$ cat config.mk
export PLATFORM = sky130hd
export DESIGN_NAME = aer_in_frontend
export DESIGN_NICKNAME = d
export VERILOG_FILES = /design/src/rtl/aer_in_frontend.sv
export SDC_FILE = /design/constraint.sdc
export NUM_CORES = 1
export LEC_CHECK = 0
export ABC_AREA = 0
export CORE_UTILIZATION = 40
export DETAILED_ROUTE_END_ITERATION = 7
export PLACE_DENSITY = 0.6
export SKIP_LAST_GASP = 1
export SYNTH_ARGS = -nofsm -noshare
export SYNTH_HDL_FRONTEND = slang
export SYNTH_SLANG_ARGS = --single-unit
$ cat constraint.sdc
create_clock -name CLK -period 3.57 [get_ports CLK]
set_clock_uncertainty 0.15 [all_clocks]
set_input_delay 0.714 -clock CLK [delete_from_list [all_inputs] [get_ports CLK]]
set_output_delay 0.714 -clock CLK [all_outputs]
set_load 0.005 [all_outputs]
$ cat src/rtl/aer_in_frontend.sv
// AER input front end: 4-phase receiver with request synchroniser,
// small FIFO, and a single-cycle-ack handshake toward the controller.
module aer_in_frontend #(
  parameter int M           = 8,
  parameter int DEPTH       = 4,
  parameter int SYNC_STAGES = 2
) (
  input  logic                   CLK,
  input  logic                   RST,
  input  logic [2*M:0]           EXT_ADDR,
  input  logic                   EXT_REQ,
  output logic                   EXT_ACK,
  output logic [2*M:0]           CORE_ADDR,
  output logic                   CORE_REQ,
  input  logic                   CORE_ACK,
  output logic [$clog2(DEPTH):0] FIFO_LEVEL,
  output logic                   FIFO_FULL,
  output logic                   FIFO_EMPTY
);

  localparam int W  = 2*M+1;
  localparam int PW = $clog2(DEPTH);
  localparam int LW = PW+1;

  typedef enum logic {
    E_IDLE,
    E_ACK
  } e_state_t;

  typedef enum logic [1:0] {
    C_IDLE,
    C_REQ,
    C_HOLD
  } c_state_t;

  logic [SYNC_STAGES-1:0] sync_q;
  logic                   req_s;

  e_state_t e_state_q, e_state_d;
  c_state_t c_state_q, c_state_d;

  logic          ext_ack_q, ext_ack_d;
  logic          core_req_q, core_req_d;
  logic [W-1:0]  core_addr_q, core_addr_d;
  logic [PW-1:0] wr_ptr_q, wr_ptr_d;
  logic [PW-1:0] rd_ptr_q, rd_ptr_d;
  logic [LW-1:0] level_q, level_d;
  logic [W-1:0]  mem_q [DEPTH];

  logic full;
  logic empty;
  logic push;
  logic pop;

  assign req_s = sync_q[SYNC_STAGES-1];
  assign full  = (level_q == LW'(DEPTH));
  assign empty = (level_q == '0);

  // Sender side: one push per 4-phase cycle, ack withheld while full
  always_comb begin
    e_state_d = e_state_q;
    ext_ack_d = ext_ack_q;
    push      = 1'b0;
    unique case (e_state_q)
      E_IDLE: begin
        if (req_s && !full) begin
          push      = 1'b1;
          ext_ack_d = 1'b1;
          e_state_d = E_ACK;
        end
      end
      E_ACK: begin
        if (!req_s) begin
          ext_ack_d = 1'b0;
          e_state_d = E_IDLE;
        end
      end
    endcase
  end

  // Controller side: address is only reloaded from C_IDLE
  always_comb begin
    c_state_d   = c_state_q;
    core_req_d  = core_req_q;
    core_addr_d = core_addr_q;
    pop         = 1'b0;
    unique case (c_state_q)
      C_IDLE: begin
        if (!empty) begin
          core_addr_d = mem_q[rd_ptr_q];
          core_req_d  = 1'b1;
          c_state_d   = C_REQ;
        end
      end
      C_REQ: begin
        if (CORE_ACK) begin
          core_req_d = 1'b0;
          pop        = 1'b1;
          c_state_d  = C_HOLD;
        end
      end
      C_HOLD: begin
        c_state_d = C_IDLE;
      end
      default: begin
        core_req_d = 1'b0;
        c_state_d  = C_IDLE;
      end
    endcase
  end

  always_comb begin
    wr_ptr_d = push ? wr_ptr_q + 1'b1 : wr_ptr_q;
    rd_ptr_d = pop  ? rd_ptr_q + 1'b1 : rd_ptr_q;
    level_d  = level_q;
    if (push && !pop) begin
      level_d = level_q + 1'b1;
    end else if (pop && !push) begin
      level_d = level_q - 1'b1;
    end
  end

  always_ff @(posedge CLK or posedge RST) begin
    if (RST) begin
      sync_q      <= '0;
      e_state_q   <= E_IDLE;
      c_state_q   <= C_IDLE;
      ext_ack_q   <= 1'b0;
      core_req_q  <= 1'b0;
      core_addr_q <= '0;
      wr_ptr_q    <= '0;
      rd_ptr_q    <= '0;
      level_q     <= '0;
    end else begin
      sync_q      <= {sync_q[SYNC_STAGES-2:0], EXT_REQ};
      e_state_q   <= e_state_d;
      c_state_q   <= c_state_d;
      ext_ack_q   <= ext_ack_d;
      core_req_q  <= core_req_d;
      core_addr_q <= core_addr_d;
      wr_ptr_q    <= wr_ptr_d;
      rd_ptr_q    <= rd_ptr_d;
      level_q     <= level_d;
    end
  end

  // Storage needs no reset: the pointers define what is valid
  always_ff @(posedge CLK) begin
    if (push) begin
      mem_q[wr_ptr_q] <= EXT_ADDR;
    end
  end

  assign EXT_ACK    = ext_ack_q;
  assign CORE_REQ   = core_req_q;
  assign CORE_ADDR  = core_addr_q;
  assign FIFO_LEVEL = level_q;
  assign FIFO_FULL  = full;
  assign FIFO_EMPTY = empty;

endmodule
==> results of run 1 <==
[path summary, 6_finish.rpt]
path                                from             to  cells after the start  slack (ns)
max                        FIFO_LEVEL[0]      FIFO_FULL                      2        0.92
min                            sync_q[0]      sync_q[1]                      0        0.21
max reg2reg                FIFO_LEVEL[2]  FIFO_LEVEL[2]                      8        1.15
min reg2reg                    sync_q[0]      sync_q[1]                      0        0.21
max in group asynchronous            RST    wr_ptr_q[1]                      3        2.38
min in group asynchronous            RST  CORE_ADDR[14]                      3        0.58
[cell usage after synthesis (2+ instances only)]
library cell	n
ha_1	5
buf_6	3
nand2_1	3
mux2_4	9
xor2_1	3
inv_1	6
o21ai_0	2
edfxtp_1	68
mux2_2	10
xnor2_1	3
and2_1	4
dfrtp_1	31
mux4_1	17
[layout by cell type, fill, tap and decap left out, drive strengths merged]
cell,netlist,routed
clkinv,0,2
buf,6,7
nor3b,2,2
inv,6,8
and3b,1,1
a21boi,1,1
nand2b,1,1
nand2,3,3
dfrtp,31,31
xor2,3,3
mux2,19,19
o21ai,2,2
nor4,1,1
or3,1,1
edfxtp,68,68
xnor2,3,3
nor3,1,1
clkdlybuf4s50,0,44
clkinvlp,0,1
and2,4,4
nor2,1,1
fa,1,1
mux4,17,17
clkbuf,1,10
ha,5,5
bufinv,0,1
a211oi,1,1
[layout make-up]
type	instances	area [um^2]	share of cell area, %
clock buffers	10	128	2.75
clock inverters	6	72.6	1.56
inverters	6	22.5	0.485
multi-input cells	67	952	20.5
flip-flops and latches	99	2820	60.6
well taps	129	161	3.47
repair buffers	51	493	10.6
[where the power goes]
group          switching (W)  internal [W]
clock network       0.000386      0.000332
logic               0.000357      0.000723
registers           0.000225       0.00150
total               0.000968       0.00255
[registers in the layout, summed over array words and instances (netlist names), 2 cells and up]
signal / cells
mem_q: 68
CORE_ADDR: 17
FIFO_LEVEL: 3
c_state_q: 2
rd_ptr_q: 2
sync_q: 2
wr_ptr_q: 2
[worst register-to-register path: stages, from the launching register on]
cell and delay [ns]:
dfrtp_1 0.44, nor3b_1 0.19, nor3b_2 0.47, ha_1 0.28, inv_1 0.06, fa_1 0.37, xor2_1 0.15, nor2_1 0.11
xor2_1 0.15
[routing by layer]
metal / vias to the layer above / track usage, % / routed length [um]
met5: - / 0 / 0
met4: 0 / 7.02 / 137
met3: 11 / 3.06 / 206
met2: 35 / 23.1 / 3250
met1: 910 / 16.4 / 2610
li1: 818 / - / -
[stage by stage]
step                hold WS, ns  worst slack [ns]  cells
floorplan                 0.181              1.34    179
global placement          0.185             0.874    352
finish                    0.209             0.917    368
detailed placement        0.193             0.848    352
global route              0.225             0.775    368
CTS                       0.215             0.872    368
[cell families (layout without fill, tap and decap cells)]
logic type	after synthesis	in the layout	share of synthesized area (%)
adder cells (fa/ha/maj)	6	6	2.14
XOR/XNOR	6	6	1.36
flip-flops	99	99	73.0
AND/OR/NAND/NOR	15	15	2.53
buffers and inverters	13	73	2.30
multiplexers	36	36	18.0
AO/OA/AOI/OAI	4	4	0.649
==> flow_metrics.env, run 1 <==
export IMPL_postPlaceCellArea_um2=4450
export IMPL_crit_type="flop to output pin"
export IMPL_cp_start_kind="flop"
export IMPL_cts_tree="yes"
export IMPL_ys_top_cells_by_area="edfxtp_1 (53%), dfrtp_1 (20%), mux4_1 (12%)"
export IMPL_path_max_fanout=6
export IMPL_worst_pin_slew_ns=1.01
export IMPL_grt_max_degree=32
export IMPL_grt_util_all_layers_pct=13.6
export IMPL_grt_pass1_vias=1842
export IMPL_period_share_pct=74.3
export IMPL_hold_path_class="flop to flop"
export IMPL_status="completed"
export IMPL_hold_viol=0
export IMPL_fmax_mhz=377
export IMPL_wl_per_cell_um=16.9
export IMPL_cp_slowest_cell="clkdlybuf4s50_1"
export IMPL_cp_top_family="buffers and inverters"
export IMPL_vias_per_cell=4.82
export IMPL_diodes=0
export IMPL_rsz0062_at_grt="no"
export IMPL_setup_violations=0
export IMPL_syn_nets=206
export IMPL_numCtsBuffers=9
export IMPL_overflow=0
export IMPL_root_buffer="clkbuf_8"
export IMPL_cpPeakStageDelay_ns=0.58
export IMPL_fin_nets=261
export IMPL_power_w=0.00352
export IMPL_ys_types=28
export IMPL_cts_resized=0
export IMPL_floorplan_initialDensity_pct=41.6
export IMPL_cp_end_kind="output pin"
export IMPL_async_reset_ff_share_pct=31.3
export IMPL_yosysSeqAreaShare_pct=73.0
export IMPL_grt_pass1_wl_um=9710
export IMPL_drv_slew=0
export IMPL_io_buffers=44
export IMPL_syn_area_um2=3860
export IMPL_critPathBufInv=1
export IMPL_yosysTopAreaCellShare_pct=52.9
export IMPL_postCtsSetupRepairBufs=0
export IMPL_cts_buffer_depth=2
export IMPL_crit_required_ns=2.71
export IMPL_drcViolationCount=0
export IMPL_final_area_um2=4650
export IMPL_p_leak_nw=1.72
export IMPL_worstPathCellList="nor3b_1 -> clkdlybuf4s50_1"
export IMPL_drive_gt1_share_pct=18.0
export IMPL_clock_sinks=99
export IMPL_coreArea_um2=9280
export IMPL_antenna_found_initial=0
export IMPL_die_h_um=100
export IMPL_drv_cap=0
export IMPL_first_pass_iters=4
export IMPL_synth_edf_count=68
export IMPL_n_fill_cell=798
export IMPL_ys_warn_count=0
export IMPL_die_w_um=100
export IMPL_ys_ff_latch=99
export IMPL_hold_buffers=0
export IMPL_vias=1774
export IMPL_hpwl_um=3960
export IMPL_ant_nets=0
export IMPL_arrival_ns=1.79
export IMPL_drt_initial_drc_count=55
export IMPL_area_growth_pct=20.4
export IMPL_ir_worst_vdd_mv=0.334
export IMPL_clkLatencyLatePin_ns=0.35
export IMPL_synth_cells=179
export IMPL_synth_main_ff_cell="edfxtp_1"
export IMPL_finalCoreUtilization_pct=50.1
export IMPL_yosysTopAreaCell="edfxtp_1"
export IMPL_p_per_area_nw_per_um2=758
export IMPL_min_period_ns=2.65
export IMPL_setup_tns_ns=0
export IMPL_avgSynthCellArea_um2=21.6
export IMPL_row_count=35
export IMPL_die_area_um2=10000
export IMPL_gp_congestion=0.609
export IMPL_wirelength_um=6200
export IMPL_slew_headroom_pct=32.7
export IMPL_clk_pin_slew_worst_paths_ns=0.09
export IMPL_htreeDepth=3
export IMPL_pin_count=45
No activity file was read; power rests on OpenSTA's default activity.
==> run 2: changes to the inputs <==
--- a/config.mk
+++ b/config.mk
@@ -8,7 +8,7 @@
 export ABC_AREA = 0
 export CORE_UTILIZATION = 40
 export DETAILED_ROUTE_END_ITERATION = 7
-export PLACE_DENSITY = 0.6
+export PLACE_DENSITY = 0.63
 export SKIP_LAST_GASP = 1
 export SYNTH_ARGS = -nofsm -noshare
 export SYNTH_HDL_FRONTEND = slang
==> constraint.sdc (replaced) <==
create_clock -name CLK -period 2.2 [get_ports CLK]
set_clock_uncertainty 0.15 [all_clocks]
set_input_delay 0.44 -clock CLK [delete_from_list [all_inputs] [get_ports CLK]]
set_output_delay 0.44 -clock CLK [all_outputs]
set_load 0.005 [all_outputs]
==> run 2 against run 1 <==
- clock-buffer cell count is 2 higher
- final cell count rose by 4.1%
- first-iteration DRC count up 18%
- power is 65% higher
- routed wire length grew 0.23%
- critical endpoint is now FIFO_LEVEL[2]
- hold slack worse by 0.0053 ns
- global-route usage shrank 0.26 points
- critical path depth is 7 higher
- largest power group unchanged
- via count up 2.3%
- final area up 2.7%
- largest cell class unchanged
- setup slack got worse by 0.84 ns
==> flow_metrics.env, run 2 (synthesized netlist as in run 1, its figures left out) <==
export IMPL_status="completed"
export IMPL_hpwl_um=3890
export IMPL_drive_gt1_share_pct=22.8
export IMPL_clock_sinks=99
export IMPL_grt_max_degree=32
export IMPL_hold_path_class="flop to flop"
export IMPL_setup_tns_ns=0
export IMPL_p_seq_share_pct=45.7
export IMPL_grt_pass1_wl_um=9490
export IMPL_row_count=35
export IMPL_vias=1815
export IMPL_pre_cts_slack_ns=-0.180
export IMPL_p_leak_nw=1.80
export IMPL_slew_headroom_pct=70.7
export IMPL_area_growth_pct=23.7
export IMPL_fin_nets=276
export IMPL_p_sw_w=0.00160
export IMPL_clkPwrFrac_pct=18.0
export IMPL_die_w_um=100
export IMPL_period_share_pct=96.5
export IMPL_placedCellCount=363
export IMPL_wirelength_um=6220
export IMPL_wl_per_cell_um=16.2
export IMPL_numCtsBuffers=9
export IMPL_pin_count=45
export IMPL_coreArea_um2=9280
export IMPL_floorplan_initialDensity_pct=41.6
export IMPL_drcViolationCount=0
export IMPL_antenna_found_initial=0
export IMPL_largest_reg_flops=68
export IMPL_p_per_area_nw_per_um2=1220
export IMPL_cp_end_kind="flop"
export IMPL_cp_slowest_cell="dfrtp_1"
export IMPL_fin_cells=383
export IMPL_gp_congestion=0.714
export IMPL_drt_initial_drc_count=65
export IMPL_drv_cap=0
export IMPL_grt_pass1_vias=1830
export IMPL_power_w=0.00581
export IMPL_root_buffer="clkbuf_8"
export IMPL_cts_buffer_depth=2
export IMPL_hold_buffers=0
export IMPL_p_int_w=0.00422
export IMPL_ant_nets=0
export IMPL_layout_common_cells="edfxtp_1 (68), clkdlybuf4s50_1 (43), dfrtp_1 (31)"
export IMPL_grt_util_all_layers_pct=13.4
export IMPL_clk_pin_slew_worst_paths_ns=0.08
export IMPL_min_period_ns=2.12
export IMPL_hold_viol=0
export IMPL_path_max_fanout=2
export IMPL_drv_slew=0
export IMPL_top_register="mem_q"
export IMPL_clkLatencyLatePin_ns=0.36
export IMPL_ir_worst_vdd_mv=0.602
export IMPL_htreeDepth=3
export IMPL_worst_pin_slew_ns=0.440
export IMPL_crit_required_ns=2.33
export IMPL_arrival_ns=2.26
export IMPL_cp_start_kind="flop"
export IMPL_fin_ws_ns=0.0762
export IMPL_vias_per_cell=4.74
export IMPL_fmax_mhz=471
export IMPL_die_h_um=100
export IMPL_die_area_um2=10000
export IMPL_cpPeakStageDelay_ns=0.39
export IMPL_finalCoreUtilization_pct=51.4
export IMPL_io_buffers=44
export IMPL_first_pass_iters=4
export IMPL_combPwrFrac_pct=36.3
export IMPL_cts_tree="yes"
export IMPL_crit_type="flop to flop"
export IMPL_overflow=0
export IMPL_diodes=0
export IMPL_swShare_pct=27.5
export IMPL_worstPathCellList="nor3b_4 -> buf_4 -> nor3b_4 -> ha_2 -> inv_1 -> fa_1 -> xor2_1 -> nor2_1 -> xor2_1"
export IMPL_layout_commonest_cell="edfxtp_1"
export IMPL_n_fill_cell=801
export IMPL_setup_violations=0
## run 2: changes by cell type in the layout (fill, tap and decap cells not counted), moves of 2 or more
cell and change:
buf_12 +2, nor3b_4 +2, buf_4 +13, clkinv_4 -2
## run 2: critical path: cells and delay by family (launching register included)
kind,cells,cell delay (ns)
XOR/XNOR,2,0.29
adder cells (fa/ha/maj),2,0.57
buffers and inverters,2,0.19
flip-flops,1,0.39
AND/OR/NAND/NOR,3,0.46
## run 2: final cells by class
type | instances | area [um^2] | area share [%]
Clock inverter | 4 | 25.0 | 0.524
Timing Repair Buffer | 66 | 629 | 13.2
Multi-Input combinational cell | 67 | 972 | 20.4
Tap cell | 129 | 161 | 3.38
Clock buffer | 12 | 145 | 3.04
Sequential cell | 99 | 2820 | 59.0
Inverter | 6 | 22.5 | 0.472
## run 2: timing repair
| item | CTS | global route |
|---|---|---|
| endpoints found under the hold margin | 0 | 0 |
| pin swaps | 1 | 2 |
| buffers inserted | 1 | 3 |
| endpoints found under the setup margin | 2 | 1 |
| gates resized for setup | 1 | 0 |
## run 2: metrics by stage
step	hold slack [ns]	area [um^2]
floorplan	0.181	3880
global placement	0.185	4570
detailed placement	0.187	4570
CTS	0.207	4750
global route	0.222	4770
finish	0.203	4770
## run 2: power by group through the flow
stage	logic, W	registers, W	clock network (W)
global placement	0.00209	0.00270	0
finish	0.00211	0.00266	0.00104
floorplan	0.00128	0.00268	0
global route	0.00229	0.00271	0.00115
CTS	0.00214	0.00267	0.00108
detailed placement	0.00212	0.00271	0
## run 2: metal layers
layer  vias to the layer above  share of wire (%)  track usage (%)  wire (um)
met5                         -                  0                0          0
met1                       925                 45             16.5       2810
met4                         0                2.1             6.02        129
met2                        38                 50             22.2       3090
li1                        842                  -                -          -
met3                        10                3.1             3.55        193
## run 2: path summary, 6_finish.rpt
| check | startpoint | to | slack [ns] | cells past startpoint |
|---|---|---|---|---|
| worst max-delay path | FIFO_LEVEL[2] | FIFO_LEVEL[2] | 0.08 | 9 |
| worst min-delay path | sync_q[0] | sync_q[1] | 0.20 | 0 |
| worst max register to register | FIFO_LEVEL[2] | FIFO_LEVEL[2] | 0.08 | 9 |
| worst min register to register | sync_q[0] | sync_q[1] | 0.20 | 0 |
| max in group asynchronous | RST | CORE_ADDR[13] | 1.25 | 3 |
| min in group asynchronous | RST | CORE_ADDR[5] | 0.32 | 3 |
